### src/rtl/overlay_bounce_ctrl_pkg.sv
// rtl/overlay_bounce_ctrl_pkg.sv - shared cell geometry and sequencer state encoding
package overlay_pkg;

  localparam int CELL_SHIFT   = 3;
  localparam int SCR_W_CELLS  = 80;
  localparam int SCR_H_CELLS  = 60;
  localparam int TEXT_W_CELLS = 47;
  localparam int TEXT_H_CELLS = 9;

  typedef enum logic [1:0] {
    HOLD   = 2'd0,
    MOVE   = 2'd1,
    PAUSED = 2'd2
  } ovl_state_e;

endpackage

### src/rtl/overlay_bounce_ctrl_if.sv
// rtl/overlay_bounce_ctrl_if.sv - pixel-side link between the renderer and the bounce sequencer
interface overlay_bounce_ctrl_if;
  logic [9:0] x;
  logic [9:0] y;
  logic       glyph_on;
  logic [6:0] local_x;
  logic [5:0] local_y;
  logic       overlay_active;

  modport master (output x, y, glyph_on, input local_x, local_y, overlay_active);
  modport slave  (input x, y, glyph_on, output local_x, local_y, overlay_active);
endinterface

### src/rtl/overlay_bounce_ctrl_axis_step.sv
// rtl/overlay_bounce_ctrl_axis_step.sv - one axis of the banner origin with edge reflection
module overlay_axis_step #(
  parameter int W    = 7,
  parameter int MAX  = 33,
  parameter int INIT = 18
) (
  input  logic         clk,
  input  logic         rst_n,
  input  logic         step,
  output logic [W-1:0] org,
  output logic         dir
);

  localparam logic [W-1:0] MAX_V  = W'(MAX);
  localparam logic [W-1:0] INIT_V = W'(INIT);

  // A wall hit turns around inside the same step, so the banner never dwells on the edge.
  always_ff @(posedge clk) begin
    if (!rst_n) begin
      org <= INIT_V;
      dir <= 1'b0;
    end else if (step) begin
      if (!dir) begin
        if (org == MAX_V) begin
          dir <= 1'b1;
          org <= MAX_V - 1'b1;
        end else begin
          org <= org + 1'b1;
        end
      end else begin
        if (org == '0) begin
          dir <= 1'b0;
          org <= W'(1);
        end else begin
          org <= org - 1'b1;
        end
      end
    end
  end

endmodule

### src/rtl/overlay_bounce_ctrl.sv
// rtl/overlay_bounce_ctrl.sv - per-frame bouncing banner sequencer; OVERLAY_BOUNCE_BLINK_EN adds a post-bounce blink
module overlay_bounce_ctrl #(
  parameter int TEXT_W_CELLS    = overlay_pkg::TEXT_W_CELLS,
  parameter int TEXT_H_CELLS    = overlay_pkg::TEXT_H_CELLS,
  parameter int SCR_W_CELLS     = overlay_pkg::SCR_W_CELLS,
  parameter int SCR_H_CELLS     = overlay_pkg::SCR_H_CELLS,
  parameter int INIT_X          = 18,
  parameter int INIT_Y          = 12,
  parameter int FRAMES_PER_STEP = 2,
  parameter int HOLD_FRAMES     = 60
) (
  input  logic                    clk,
  input  logic                    rst_n,
  input  logic                    ena,
  input  logic                    frame_tick,
  input  logic                    pause,
  overlay_bounce_ctrl_if.slave    pix,
  output logic [6:0]              org_x,
  output logic [5:0]              org_y,
  output logic                    dir_x,
  output logic                    dir_y,
  output logic [1:0]              state
);
  import overlay_pkg::*;

  localparam int MAX_X = SCR_W_CELLS - TEXT_W_CELLS;
  localparam int MAX_Y = SCR_H_CELLS - TEXT_H_CELLS;
  localparam int HW    = (HOLD_FRAMES > 1) ? $clog2(HOLD_FRAMES) : 1;
  localparam int DW    = (FRAMES_PER_STEP > 1) ? $clog2(FRAMES_PER_STEP) : 1;
  localparam logic [HW-1:0] HOLD_LAST = HW'(HOLD_FRAMES - 1);
  localparam logic [DW-1:0] DIV_LAST  = DW'(FRAMES_PER_STEP - 1);

  ovl_state_e     state_q;
  logic [HW-1:0]  hold_q;
  logic [DW-1:0]  div_q;
  logic           tick_en;
  logic           step;
  logic           in_box;
  logic           blink_gate;
  logic           unused_y;

  assign tick_en = ena && frame_tick;
  assign step    = tick_en && (state_q == MOVE) && !pause && (div_q == DIV_LAST);
  assign state   = state_q;

  always_ff @(posedge clk) begin
    if (!rst_n) begin
      state_q <= HOLD;
      hold_q  <= '0;
      div_q   <= '0;
    end else if (!(state_q inside {HOLD, MOVE, PAUSED})) begin
      state_q <= HOLD;
      hold_q  <= '0;
      div_q   <= '0;
    end else if (tick_en) begin
      case (state_q)
        HOLD: begin
          if (hold_q == HOLD_LAST) begin
            state_q <= pause ? PAUSED : MOVE;
            div_q   <= '0;
          end else begin
            hold_q <= hold_q + 1'b1;
          end
        end
        MOVE: begin
          if (pause)                  state_q <= PAUSED;
          else if (div_q == DIV_LAST) div_q   <= '0;
          else                        div_q   <= div_q + 1'b1;
        end
        PAUSED: begin
          if (!pause) begin
            state_q <= MOVE;
            div_q   <= '0;
          end
        end
        default: state_q <= HOLD;
      endcase
    end
  end

  overlay_axis_step #(.W(7), .MAX(MAX_X), .INIT(INIT_X)) u_axis_x (
    .clk   (clk),
    .rst_n (rst_n),
    .step  (step),
    .org   (org_x),
    .dir   (dir_x)
  );

  overlay_axis_step #(.W(6), .MAX(MAX_Y), .INIT(INIT_Y)) u_axis_y (
    .clk   (clk),
    .rst_n (rst_n),
    .step  (step),
    .org   (org_y),
    .dir   (dir_y)
  );

`ifdef OVERLAY_BOUNCE_BLINK_EN
  logic [4:0] blink_q;
  logic       reflect;

  assign reflect = step && ((!dir_x && org_x == 7'(MAX_X)) || (dir_x && org_x == 7'd0) ||
                            (!dir_y && org_y == 6'(MAX_Y)) || (dir_y && org_y == 6'd0));

  always_ff @(posedge clk) begin
    if (!rst_n) begin
      blink_q <= '0;
    end else if (tick_en && state_q != PAUSED) begin
      if (reflect)             blink_q <= 5'd16;
      else if (blink_q != '0)  blink_q <= blink_q - 5'd1;
    end
  end

  assign blink_gate = (blink_q == '0) || !blink_q[2];
`else
  assign blink_gate = 1'b1;
`endif

  // Offsets left of / above the origin wrap to large values and fall outside the box.
  assign pix.local_x = pix.x[CELL_SHIFT +: 7] - org_x;
  assign pix.local_y = pix.y[CELL_SHIFT +: 6] - org_y;
  assign in_box      = (pix.local_x < 7'(TEXT_W_CELLS)) && (pix.local_y < 6'(TEXT_H_CELLS));
  assign pix.overlay_active = ena && rst_n && in_box && pix.glyph_on && blink_gate;
  assign unused_y    = pix.y[9];

endmodule

### src/flat_wrapper.sv
// flat-port wrapper written by rule: the top's interface ports become plain ports
module overlay_bounce_ctrl_flat import overlay_pkg::*;
#(
  parameter int TEXT_W_CELLS    = overlay_pkg::TEXT_W_CELLS,
  parameter int TEXT_H_CELLS    = overlay_pkg::TEXT_H_CELLS,
  parameter int SCR_W_CELLS     = overlay_pkg::SCR_W_CELLS,
  parameter int SCR_H_CELLS     = overlay_pkg::SCR_H_CELLS,
  parameter int INIT_X          = 18,
  parameter int INIT_Y          = 12,
  parameter int FRAMES_PER_STEP = 2,
  parameter int HOLD_FRAMES     = 60
)
  (clk, rst_n, ena, frame_tick, pause, org_x, org_y, dir_x, dir_y, state, pix_x, pix_y, pix_glyph_on, pix_local_x, pix_local_y, pix_overlay_active);
  overlay_bounce_ctrl_if pix_i ();
  input  logic clk;
  input  logic rst_n;
  input  logic ena;
  input  logic frame_tick;
  input  logic pause;
  output logic [6:0] org_x;
  output logic [5:0] org_y;
  output logic dir_x;
  output logic dir_y;
  output logic [1:0] state;
  input wire logic [$bits(pix_i.x)-1:0] pix_x;
  input wire logic [$bits(pix_i.y)-1:0] pix_y;
  input wire logic [$bits(pix_i.glyph_on)-1:0] pix_glyph_on;
  output wire logic [$bits(pix_i.local_x)-1:0] pix_local_x;
  output wire logic [$bits(pix_i.local_y)-1:0] pix_local_y;
  output wire logic [$bits(pix_i.overlay_active)-1:0] pix_overlay_active;
  assign pix_i.x = pix_x;
  assign pix_i.y = pix_y;
  assign pix_i.glyph_on = pix_glyph_on;
  assign pix_local_x = pix_i.local_x;
  assign pix_local_y = pix_i.local_y;
  assign pix_overlay_active = pix_i.overlay_active;
  overlay_bounce_ctrl #(.TEXT_W_CELLS(TEXT_W_CELLS), .TEXT_H_CELLS(TEXT_H_CELLS), .SCR_W_CELLS(SCR_W_CELLS), .SCR_H_CELLS(SCR_H_CELLS), .INIT_X(INIT_X), .INIT_Y(INIT_Y), .FRAMES_PER_STEP(FRAMES_PER_STEP), .HOLD_FRAMES(HOLD_FRAMES)) u_core (.clk(clk), .rst_n(rst_n), .ena(ena), .frame_tick(frame_tick), .pause(pause), .pix(pix_i), .org_x(org_x), .org_y(org_y), .dir_x(dir_x), .dir_y(dir_y), .state(state));
endmodule
### config.mk
export PLATFORM = sky130hd
export DESIGN_NAME = overlay_bounce_ctrl_flat
export DESIGN_NICKNAME = d
export VERILOG_FILES = /design/src/rtl/overlay_bounce_ctrl_pkg.sv /design/src/rtl/overlay_bounce_ctrl_if.sv /design/src/rtl/overlay_bounce_ctrl_axis_step.sv /design/src/rtl/overlay_bounce_ctrl.sv /design/src/flat_wrapper.sv
export SDC_FILE = /design/constraint.sdc
export NUM_CORES = 1
export LEC_CHECK = 0
export ABC_CLOCK_PERIOD_IN_PS = 6050
export BUFFER_PORTS_ARGS = -buffer_cell sky130_fd_sc_hd__buf_2
export CAP_MARGIN = 20
export CORE_UTILIZATION = 43
export DETAILED_ROUTE_END_ITERATION = 12
export PLACE_DENSITY = 0.67
export RECOVER_POWER = 100
export SYNTH_ARGS = -nofsm -noshare
export SYNTH_HDL_FRONTEND = slang
export SYNTH_HIERARCHICAL = 1
export SYNTH_SLANG_ARGS = --single-unit
### constraint.sdc
create_clock -name clk -period 6.05 [get_ports clk]
set_input_delay 1.21 -clock clk [delete_from_list [all_inputs] [get_ports clk]]
set_output_delay 1.21 -clock clk [all_outputs]
set_load 0.02 [all_outputs]
[After elaboration in Yosys (flattened, before gate mapping)]
Index checks and enable logic that the tools add are counted.
Cells by class
  bitwise gates (word level): 1
  muxes and demuxes: 22
  multiply operators: 0
  order comparisons: 2
  shift operators: 0
  equality and inequality tests: 9
  reduce and logical (&&, ||, !) cells: 17
  divide/modulo/power cells: 0
  add/subtract/negate cells: 8
Operators by type and width (count)
  $mux W7: 3
  $mux W6: 3
  $add A6 B1 Y6 const B: 2
  $eq A6 B6 Y1 const B: 2
  $mux W1: 10
  $logic_and A1 B1 Y1: 8
  $mux W2: 4
  $ne A2 B2 Y1 const B: 4
  $add A7 B1 Y7 const B: 1
  $eq A7 B6 Y1 const B: 1
  $logic_not A7 Y1: 1
  $lt A7 B6 Y1 const B: 1
  $sub A7 B1 Y7 const B: 1
  $sub A7 B7 Y7: 1
  $logic_not A6 Y1: 1
  $lt A6 B4 Y1 const B: 1
  $pmux W2 S3: 1
  $sub A6 B1 Y6 const B: 1
  $sub A6 B6 Y6: 1
  $reduce_and A5 Y1: 1
  $reduce_and A4 Y1: 1
  $pmux W1 S3: 1
  $reduce_and A3 Y1: 1
  $reduce_bool A3 Y1: 1
  other kinds (7): 7
Word-level totals
  bits in read-only memories: 0
  bits in registers: 24
  output and inout port bits: 31
  memory bits (writable): 0
  bits in latches: 0
  memories: 0
  word-level logic and storage cells: 66

[Logic depth before layout (Yosys ltp)]
  depth in word-level cells: 5
  depth in mapped cells: 9
  gate-level depth less buffers: 9

[Modules after synthesis]
Netlist, hierarchy kept.
Modules (own cells, without submodules)
  overlay_bounce_ctrl: cells each 122, area each 955.9 um2, times used 1
  overlay_axis_step (u_core.u_axis_x): cells each 82, area each 664.4 um2, times used 1
  overlay_axis_step (u_core.u_axis_y): cells each 70, area each 549.3 um2, times used 1

[Worst setup path after synthesis]
No wires, ideal clock.
  path kind: input to output
  from: input pix_y[3]
  to: output pix_overlay_active
  required time: 4.840 ns
  cell stages on the path: 8
  slack: 1.545 ns
  path buffers: 0
  arrival time: 3.295 ns
  path through: inv_1 -> ha_1 -> inv_1 -> fa_1 -> xor2_1 -> or3_1 -> a211o_1 -> a2111oi_2
Between the ends
  cells in the longest elaborated chain, start to end: 5
Ends and longest elaborated chain
  start, declared: RTL line flat_wrapper.sv:26  | input wire logic [$bits(pix_i.y)-1:0] pix_y;
  $sub A6 B6 Y6: RTL line overlay_bounce_ctrl.sv:120  | assign pix.local_y = pix.y[CELL_SHIFT +: 6] - org_y;
  via pix_local_y[2]: RTL line flat_wrapper.sv:29  | output wire logic [$bits(pix_i.local_y)-1:0] pix_local_y;
  $lt A6 B4 Y1: RTL line overlay_bounce_ctrl.sv:121  | assign in_box = (pix.local_x < 7'(TEXT_W_CELLS)) && (pix.local_y < 6'(TEXT_H_CELLS));
  $logic_and A1 B1 Y1: RTL line overlay_bounce_ctrl.sv:121
  $logic_and A1 B1 Y1 (2 in series): RTL line overlay_bounce_ctrl.sv:122  | assign pix.overlay_active = ena && rst_n && in_box && pix.glyph_on && blink_gate;
  end, declared: RTL line flat_wrapper.sv:30  | output wire logic [$bits(pix_i.overlay_active)-1:0] pix_overlay_active;
The timed path passes the listed nets, and every way through them passes these cells.

[Worst setup path in the final report]
  from: input pix_y[3]
  to: output pix_overlay_active
Between the ends
  cells in the longest elaborated chain, start to end: 5
Ends and longest elaborated chain (RTL line)
  $sub A6 B6 Y6: overlay_bounce_ctrl.sv:120
  $lt A6 B4 Y1: overlay_bounce_ctrl.sv:121
  $logic_and A1 B1 Y1: overlay_bounce_ctrl.sv:121
  $logic_and A1 B1 Y1 (2 in series): overlay_bounce_ctrl.sv:122
No other way between the ends.

==> impl_metrics.py <==
metrics = {
    "final_layout": {
        "drive_gt1_share_pct": 11.3,
        "utilization_pct": 51.0,
        "area_growth_pct": 12.5,
        "stdcell_area_um2": 2440,
        "finalNonFillerCells": 386,
        "diodes": 0,
        "nNetsFinal": 367,
    },
    "die": {
        "initial_core_util_pct": 45.3,
        "coreArea_um2": 4790,
        "die_h_um": 73.0,
        "ios": 57,
        "fp.dieArea_um2": 5330,
        "dieWidth_um": 73.0,
        "rows": 25,
    },
    "route": {
        "dr.first_iter.drc_count": 196,
        "routed_wirelength_um": 4890,
        "vias_per_cell": 5.48,
        "vias": 2115,
        "dr.pass1.iters": 5,
        "wl_per_cell_um": 12.7,
        "antenna_left": 0,
        "drc": 0,
    },
    "sta": {
        "fmax_ghz": 0.219,
        "final_max_slew_viol_count": 0,
        "tns_ps": 0,
        "rsz0062_at_grt": "no",
        "relSlewSlack_pct": 31.4,
        "final.setup.worst_slack_ps": 1490,
        "fin_worst_skew_ps": 3.39,
        "post-route-period-util_pct": 75.3,
        "hold_viol": 0,
        "setup_viol": 0,
        "min_period_ps": 4560,
        "worst_pin_slew_ps": 1030,
    },
    "clock_network": {
        "cts_hold_buf": 0,
        "clkLatencyLatePin_ps": 260,
        "ctsRootBufferMaster": "clkbuf_8",
        "post_cts_resized": 0,
        "cts_buffer_depth": 2,
        "numClockSinks": 24,
        "cts_tree": "built",
        "clkSlewWorstSetupHoldPaths_ps": 80,
        "cts_made_buffers": 3,
        "htree_levels": 1,
        "post_cts_buffers": 0,
    },
    "placement": {
        "gp_routability_congestion": 0.863,
        "dp.cells": 382,
        "io_buffers": 49,
        "place_area_um2": 2430,
        "place_ws_ps": 1550,
        "dp.final_hpwl_um": 3640,
    },
    "grt": {
        "grt_overflow_total": 0,
        "grt_pass1_wl_um": 8270,
        "grt_usage_pct": 18.7,
        "first_global_vias": 1888,
        "antenna_found_initial": 0,
        "grt_max_degree": 28,
    },
    "logic_synthesis": {
        "ys_types": 63,
        "synthArstFlopShare_pct": 0,
        "synth_seq_cells": 24,
        "yosysSeqAreaShare_pct": 22.1,
        "syn_nets": 321,
        "ys.warnings.count": 6,
        "syn_avg_cell_area_um2": 7.92,
        "ys.flop_type": "dfxtp_1",
        "synth_edf_count": 0,
        "syn-cell-area_um2": 2170,
        "synthCells": 274,
    },
    "worst_setup_path": {
        "worstSetupStartpointType": "input pin",
        "reg2reg_to": "u_core/u_axis_x/org[3]",
        "ff2ff_setup_slack_ps": 3520,
        "worstRegToRegCells": 8,
        "r2r_start": "u_core/state[1]",
        "arrival_ps": 3350,
        "crit_type": "in -> out",
        "critPathCaptureType": "primary output",
        "required_ps": 4840,
        "path_max_fanout": 2,
    },
    "min_path": {
        "hold_class": "reg -> reg",
        "holdPathStages": 2,
        "min-delay-start": "u_core/hold_q[5]",
        "holdPathEnd": "u_core/hold_q[5]",
    },
    "pwr": {
        "p_per_area_nw_per_um2": 139,
        "p_leak_nw": 0.926,
        "irDropWorstVdd_mv": 0.0745,
    },
    "run": {
        "drv_cap": 0,
    },
    "status": {
        "status": "complete, no violations",
    },
}
kinds of logic after synthesis:
family / after synthesis / share of synthesized area [%]
AO/OA/AOI/OAI: 76 / 23.3
XOR/XNOR: 18 / 7.27
adder cells (fa/ha/maj): 21 / 12.8
buffers and inverters: 37 / 8.36
flip-flops: 24 / 22.1
multiplexers: 2 / 0.923
AND/OR/NAND/NOR: 96 / 25.2
layout by cell type, fill, tap and decap left out, types with 3 or more instances in the layout:
cell type / instances
ha_1: 19
nor2_1: 21
a31oi_1: 5
a221oi_1: 4
buf_2: 16
a211oi_1: 4
nand3_1: 14
xor2_1: 10
o21ai_0: 21
a21oi_1: 13
o21a_1: 3
nand2b_1: 3
nand2_1: 17
nand4_1: 7
a21o_1: 3
xnor2_1: 8
inv_1: 28
dfxtp_1: 24
nor3_1: 4
and3_1: 3
clkbuf_1: 34
clkbuf_8: 4
Yosys cell counts (all sizes together) (5+ instances only):
library cell   n  area, um2
inv           28        105
dfxtp         24        480
o21ai         22        110
nor2          21       78.8
ha            19        238
nand2         17       63.8
a21oi         15       82.6
nand3         15       80.1
xor2          10       87.6
xnor2          8       70.1
nand4          7       43.8
buf            6       60.1
a31oi          5       31.3
nor3           5       30.0
routing by layer:
| metal | vias to the layer above | global-route usage [%] | part of all wire [%] |
|---|---|---|---|
| met3 | 0 | 1.93 | 6.0 |
| met2 | 75 | 32.1 | 47 |
| met4 | 0 | 2.18 | 0 |
| met5 | - | 0 | 0 |
| met1 | 959 | 26.0 | 47 |
| li1 | 1081 | - | - |
state kept, by name, indices dropped and copies added (netlist names):
register	count
u_core/div_q	1
u_core/u_axis_x/dir	1
u_core/state	2
u_core/hold_q	6
u_core/u_axis_y/dir	1
u_core/u_axis_y/org	6
u_core/u_axis_x/org	7
where the power goes:
part / internal (mW) / total, mW / switching [mW]
Combinational: 0.0259 / 0.0688 / 0.0429
Clock: 0.0580 / 0.108 / 0.0502
Sequential: 0.159 / 0.162 / 0.00302
how the worst max path moves through the flow:
stage                        start                  to  slack [ps]  depth (start not counted)
after floorplan           pix_y[3]  pix_overlay_active        1540                          8
after global placement    pix_y[3]  pix_overlay_active        1550                         10
after detailed placement  pix_y[3]  pix_overlay_active        1550                         10
after CTS                 pix_y[3]  pix_overlay_active        1540                         10
after global routing      pix_y[3]  pix_overlay_active        1410                         10
final                     pix_y[3]  pix_overlay_active        1490                         10
cell type report:
cell class,count,area (um2)
Inverter,28,105
Sequential cell,24,480
Tap cell,67,83.8
Timing Repair Buffer,50,208
Multi-Input combinational cell,213,1510
Fill cell,487,2350
Clock buffer,4,55.1
metrics by stage:
stage / total power, mW / hold slack, ps
after detailed placement: 0.238 / 489
after floorplan: 0.216 / 458
final: 0.339 / 499
after global placement: 0.237 / 481
after global routing: 0.357 / 555
after CTS: 0.347 / 504
worst max-delay path: stages:
cell and delay (ps):
buf_2 90, inv_1 50, ha_1 150, inv_1 50, fa_1 390, xor2_1 180, or3_1 320, a211o_1 320
a2111oi_2 330, clkbuf_1 270
Power figures use the tool's default switching activity.
